==> config.mk <==
export PLATFORM = sky130hd
export DESIGN_NAME = wb_sched
export DESIGN_NICKNAME = d
export VERILOG_FILES = /design/src/rtl/wb_sched.sv
export SDC_FILE = /design/constraint.sdc
export NUM_CORES = 1
export LEC_CHECK = 0
export CAP_MARGIN = 20
export CORE_UTILIZATION = 34
export CTS_CLUSTER_DIAMETER = 80
export CTS_CLUSTER_SIZE = 40
export DETAILED_ROUTE_END_ITERATION = 10
export GPL_TIMING_DRIVEN = 1
export HOLD_SLACK_MARGIN = 0.15
export PLACE_DENSITY = 0.58
export SYNTH_ARGS = -nofsm -noshare
export SYNTH_HDL_FRONTEND = slang
export SYNTH_SLANG_ARGS = --single-unit
==> constraint.sdc <==
create_clock -name clk -period 39.9 [get_ports clk]
set_clock_uncertainty 0.1 [all_clocks]
set_input_delay 5.985 -clock clk [delete_from_list [all_inputs] [get_ports clk]]
set_output_delay 5.985 -clock clk [all_outputs]
set_load 0.005 [all_outputs]
==> src/rtl/wb_sched.sv <==
// wb_sched: writeback-bus reservation scheduler.
// Tracks how many shared result buses are already claimed for each of the
// next MAX_LAT cycles and grants issue only when the target slot has room.
// Requesters that keep losing are promoted ahead of the normal order.
module wb_sched #(
    parameter int NUM_FUS    = 4,
    parameter int WB_PORTS   = 2,
    parameter int MAX_LAT    = 16,
    parameter int STARVE_LIM = 4
) (
    input  logic                              clk,
    input  logic                              rst,
    input  logic [NUM_FUS-1:0]                req,
    input  logic [NUM_FUS-1:0][8:0]           req_lat,
    input  logic                              flush,
    output logic [NUM_FUS-1:0]                grant,
    output logic [$clog2(WB_PORTS+1)-1:0]     wb_cnt,
    output logic                              lat_err
);

    localparam int CW = $clog2(WB_PORTS + 1);
    localparam int DW = $clog2(STARVE_LIM + 1);

    logic [CW-1:0]      occ     [0:MAX_LAT];
    logic [CW-1:0]      add     [1:MAX_LAT];
    logic [DW-1:0]      den     [NUM_FUS];
    logic [NUM_FUS-1:0] legal;
    logic [NUM_FUS-1:0] promoted;
    logic [NUM_FUS-1:0] grant_c;

    // Per-requester latency legality and starvation promotion.
    always_comb begin
        legal    = '0;
        promoted = '0;
        for (int unsigned i = 0; i < NUM_FUS; i++) begin
            legal[i]    = (req_lat[i] >= 9'd1) && (req_lat[i] <= 9'(MAX_LAT));
            promoted[i] = (den[i] == DW'(STARVE_LIM));
        end
    end

    // Priority-ordered grant: pass 0 serves promoted requesters, pass 1 the
    // rest. Grants are tallied per slot so a full slot only blocks requests
    // aimed at that same slot.
    always_comb begin
        grant_c = '0;
        for (int unsigned k = 1; k <= MAX_LAT; k++) add[k] = '0;
        if (!rst && !flush) begin
            for (int unsigned p = 0; p < 2; p++) begin
                for (int unsigned i = 0; i < NUM_FUS; i++) begin
                    if (req[i] && legal[i] && (promoted[i] == (p == 0))) begin
                        for (int unsigned k = 1; k <= MAX_LAT; k++) begin
                            if (req_lat[i] == 9'(k) &&
                                (int'(occ[k]) + int'(add[k])) < WB_PORTS) begin
                                grant_c[i] = 1'b1;
                                add[k]     = add[k] + CW'(1);
                            end
                        end
                    end
                end
            end
        end
    end

    assign grant  = grant_c;
    assign wb_cnt = occ[0];

    // Occupancy shift with new reservations, denial counters, sticky error.
    always_ff @(posedge clk or posedge rst) begin
        if (rst) begin
            for (int unsigned k = 0; k <= MAX_LAT; k++) occ[k] <= '0;
            for (int unsigned i = 0; i < NUM_FUS; i++) den[i] <= '0;
            lat_err <= 1'b0;
        end else begin
            lat_err <= lat_err | (|(req & ~legal));
            if (flush) begin
                for (int unsigned k = 0; k <= MAX_LAT; k++) occ[k] <= '0;
                for (int unsigned i = 0; i < NUM_FUS; i++) den[i] <= '0;
            end else begin
                for (int unsigned k = 0; k < MAX_LAT; k++)
                    occ[k] <= occ[k+1] + add[k+1];
                occ[MAX_LAT] <= '0;
                for (int unsigned i = 0; i < NUM_FUS; i++) begin
                    if (req[i] && !grant_c[i]) begin
                        if (den[i] != DW'(STARVE_LIM)) den[i] <= den[i] + DW'(1);
                    end else begin
                        den[i] <= '0;
                    end
                end
            end
        end
    end

endmodule

### After elaboration in Yosys (flattened, before gate mapping)

Index checks and enable logic that the tools add are counted.
W data, S select, Z words.

* add/sub/neg operators: 244
* magnitude comparators: 136
* equal/unequal tests: 76
* mux-type cells: 291
* bitwise gates (word level): 7
* reduce and logical (&&, ||, !) cells: 156

Operators with widths (number)
* $mux W32: 15
* $add A2 B2 Y3: 112
* $lt A3 B2 Y1 const B: 112
* $eq A9 B4 Y1 const B: 32
* $add A2 B1 Y2 const B: 112
* $mux W2: 112
* $mux W1: 152
* $logic_and A1 B1 Y1: 149
* $eq A9 B3 Y1 const B: 16
* $eq A9 B2 Y1 const B: 8
* $eq A9 B1 Y1 const B: 4
* $eq A9 B5 Y1 const B: 4
* $ge A9 B1 Y1 const B: 4
* $le A9 B5 Y1 const B: 4
* $mux W34: 1
* $add A2 B2 Y2: 16
* $lt A2 B2 Y1 const B: 16
* $mux W31: 1
* $mux W3: 8
* $add A3 B1 Y3 const B: 4
* $eq A3 B3 Y1 const B: 4
* $mux W12: 1
* $ne A3 B2 Y1 const B: 4
* $ne A3 B3 Y1 const B: 4
* 7 further kinds: 15

* register bits: 47
* input bits: 43

### Longest topological paths before layout

* word-level depth: 67
* mapped depth: 60

### Worst setup path after synthesis

OpenSTA, ideal clock, no wires.

* path kind: input to output
* from: input port req_lat[14] in the netlist's numbering
* to: output port grant[3]
* arrival time: 18.281 ns
* slack: 15.534 ns
* stages: 53
* cells stage by stage: or4_1 > clkbuf_1 > clkbuf_1 > or3_1 > a2111oi_0 > ha_1 > and3_1 > a21oi_1 > buf_2 > nor2b_1 > fa_1 > nor2_1 > and3_1 > clkbuf_1 > xnor2_1 > nand2_1 > fa_1 > nand2_1 > [17 not listed] > nand2_1 > fa_1 > nand2_1 > or4_1 > or4_1 > a41oi_2 > a2111oi_4 > xnor2_1 > fa_1 > nand2_1 > nor2_1 > mux4_2 > nand2_1 > o221ai_1 > a21oi_1 > nor2_1 > a211oi_1 > a21oi_1

* word-level cells in the longest chain between the ends: 57

Ends and longest elaborated chain
* from (decl): RTL line 14 `input logic [NUM_FUS-1:0][8:0] req_lat,`
* $ge A9 B1 Y1 or $le A9 B5 Y1 (tied branches): RTL line 36 `legal[i] = (req_lat[i] >= 9'd1) && (req_lat[i] <= 9'(MAX_LAT));`
* $logic_and A1 B1 Y1: RTL line 36
* $logic_and A1 B1 Y1 (2 in series): RTL line 50 `if (req[i] && legal[i] && (promoted[i] == (p == 0))) begin`
* $mux W32: RTL line 50
* $mux W32: RTL line 47 `if (!rst && !flush) begin`
* $add A2 B2 Y3: RTL line 53 `(int'(occ[k]) + int'(add[k])) < WB_PORTS) begin`
* $lt A3 B2 Y1: RTL line 53
* $logic_and A1 B1 Y1: RTL line 52 `if (req_lat[i] == 9'(k) &&`
* [25 not listed]
* $mux W32: RTL line 50
* $mux W32: RTL line 47
* $add A2 B2 Y3: RTL line 53
* $lt A3 B2 Y1: RTL line 53
* $logic_and A1 B1 Y1: RTL line 52
* $mux W1 (16 in series): RTL line 52
* $mux W1 *: RTL line 50
* $mux W4 *: RTL line 47
* to (decl): RTL line 16 `output logic [NUM_FUS-1:0] grant,`

Every way passes the cells marked *; elsewhere a longest branch is shown, timed or not. The select of a mux whose other input is x is not followed.

### Final worst setup path

Ends and elaborated chain as after synthesis.

==> flow_summary.yaml <==
status:
  status: "finished, final reports clean"
cells_and_area:
  final_common_cell: "nand2_1"
  layout_common_cells: "nand2_1, nor2_1, xnor2_1, nor3_1, nand3_1"
  fin_area_mm2: 0.0152
  area_delta_synth_final_pct: 8.96
  fill_cells: 4184
  fin_nets: 2094
  multi_input_area_mm2: 0.0122
  seq_area_mm2: 0.00113
  drive_above_1_share_pct: 6.50
  instances_no_fill: 2449
placement:
  gp_congestion: 1.05
  place_inst: 2438
  dpl_cell_area_mm2: 0.0150
  portBuffers: 49
  post-dp-hpwl_um: 53700
sta:
  drv_slew: 0
  fin_crit_sh_pct: 71.7
  report.final.setup_viol: 0
  clock.fmax_mhz: 35.0
  worstMarginPinSlew_ns: 1.26
  timing.final.hold_violations: 0
  fin_crit_ns: 28.61
  grt_setup_unrepaired: "no"
  max-slew-margin-rel_pct: 15.2
  fin_tns_setup_ns: 0
power_and_ir_drop:
  p_leak_uw: 0.00535
  ir_drop_mv: 0.0166
  p_per_area_mw_per_mm2: 9.34
floorplan:
  fp.dieH_um: 205
  die_x_um: 205
  pin_count: 50
  row_count: 73
  initial_utilization_pct: 34.8
  core-area_mm2: 0.0401
  dieArea_mm2: 0.0418
clock_tree:
  cts.clk_slew.worst_paths_ns: 0.08
  ctsHtreeMaxLevel: 2
  numCtsBuffers: 5
  cts_hold_buf: 0
  clk_latency_ns: 0.35
  cts_tree: "done"
  post_cts_buffers: 0
  cts-root-buf: "clkbuf_16"
  post_cts_resized: 0
  clockBufferDepth: 2
  cts_num_sinks: 45
detailed_routing:
  routed_via_density: 6.47
  drtAntennaViolNets: 0
  drt-pass1-iter-count: 6
  drt_iter0_markers: 1875
  drc_errors: 0
  routed_wirelength_um: 68100
  wl_per_cell_um: 27.8
  vias: 15852
logic_synthesis:
  synth-async-reset-ratio_pct: 100
  synthesis.instances: 1919
  ys_ff_latch: 45
  syn_avg_cell_area_um2: 7.27
  synth_top_area_share_pct: 12.8
  synth_ff_type: "dfrtp_1"
  synth_edf_count: 0
  synth_cell_types: 98
  ys_seq_area_share_pct: 8.07
  yosys.area.top_type: "fa_1"
  netlist_area_mm2: 0.0139
  synth.area.top_cells: "fa_1, dfrtp_1, xnor2_1, nand2_1, nor2_1"
  yosys_warnings: 0
grt:
  antenna_found_initial: 3
  grt.total_usage_pct: 32.7
  grt_pass1_wl_um: 99900
  grt-ovfl-total: 0
  grt_pass1_vias: 14648
  grt_max_degree: 36
min_path:
  hold_path_class: "flip-flop to flip-flop"
  holdPathStages: 2
setup_path:
  endpoint_kind: "output pin"
  critPathKind: "primary input to output pin"
  worstRegToRegCells: 52
  timing.critical_path.mode_cell: "nand2_1"
  cp.arrival_ns: 22.52
  cp_slowest_stage_delay_ns: 0.88
  slowest_stage: "or4_1"
  cp.required_ns: 33.81
  startpoint_type: "primary input"
  cp_max_fo: 16
run:
  cap_viol_max_count: 0
## cells in the mapped netlist, drive strengths merged, types with 35 or more instances
| library cell | n |
|---|---|
| a21oi | 74 |
| and3 | 40 |
| clkbuf | 84 |
| dfrtp | 45 |
| fa | 89 |
| ha | 40 |
| inv | 52 |
| nand2 | 253 |
| nand3 | 100 |
| nand4 | 46 |
| nor2 | 192 |
| nor2b | 35 |
| nor3 | 102 |
| nor4 | 45 |
| o21ai | 82 |
| or3 | 37 |
| xnor2 | 120 |
| xor2 | 52 |
## registers in the layout (all words and copies together), names as in the netlist
register  flops
lat_err       1
den          12
wb_cnt        2
occ          30
## metal layers
layer	part of all wire, %	track usage (%)
met2	42	48.9
met1	41	43.8
met5	0.040	0
met4	6.4	17.9
met3	10	6.79
## area by class of cell
| class | instances | share of cell area (%) |
|---|---|---|
| Antenna cell | 1 | 0.0165 |
| Sequential cell | 45 | 7.41 |
| Clock buffer | 6 | 0.914 |
| Inverter | 54 | 1.33 |
| Tap cell | 525 | 4.32 |
| Clock inverter | 2 | 0.0906 |
| Timing Repair Buffer | 97 | 5.50 |
| Multi-Input combinational cell | 1719 | 80.4 |
## kinds of logic after synthesis
kind of cell	after synthesis	synth area share, %
flops	45	8.07
other cells	1	0.0269
simple gates	1013	37.3
xor+xnor	185	13.1
buf+inv	156	4.40
compound gates	344	16.9
mux	23	2.22
fa+ha+maj	152	18.0
## worst paths after layout
path / startpoint / endpoint / slack, ns
max: req_lat[14] / grant[3] / 11.29
min: lat_err / lat_err / 0.48
max reg2reg: den[9] / den[0] / 23.78
min reg2reg: lat_err / lat_err / 0.48
max in group asynchronous: rst / occ[20] / 32.60
min in group asynchronous: rst / occ[8] / 6.29
## worst max-delay path, delay by kind of cell
family / cells / cell delay, ns
AND/OR/NAND/NOR: 22 / 6.87
multiplexers: 1 / 0.29
XOR/XNOR: 7 / 1.42
buffers and inverters: 2 / 1.02
adder cells (fa/ha/maj): 7 / 3.43
AO/OA/AOI/OAI: 11 / 3.47
## power by group
| group | internal, uW | switching [uW] |
|---|---|---|
| Combinational | 12.4 | 31.2 |
| Clock | 25.2 | 26.8 |
| Sequential | 46.0 | 0.422 |
| Total | 83.6 | 58.4 |
## through the flow
step | power, uW | hold slack [ns] | utilization (%) | setup slack (ns)
3_3_place_gp | 88.6 | 0.457 | 37.4 | 11.49
2_1_floorplan | 67.0 | 0.385 | - | 15.53
5_1_grt | 145 | 0.507 | 37.9 | 10.60
4_1_cts | 140 | 0.477 | 37.9 | 11.57
3_5_place_dp | 88.6 | 0.460 | 37.5 | 11.64
6_report | 142 | 0.477 | 37.9 | 11.29
Note: power is estimated with default switching activity, not from simulation.
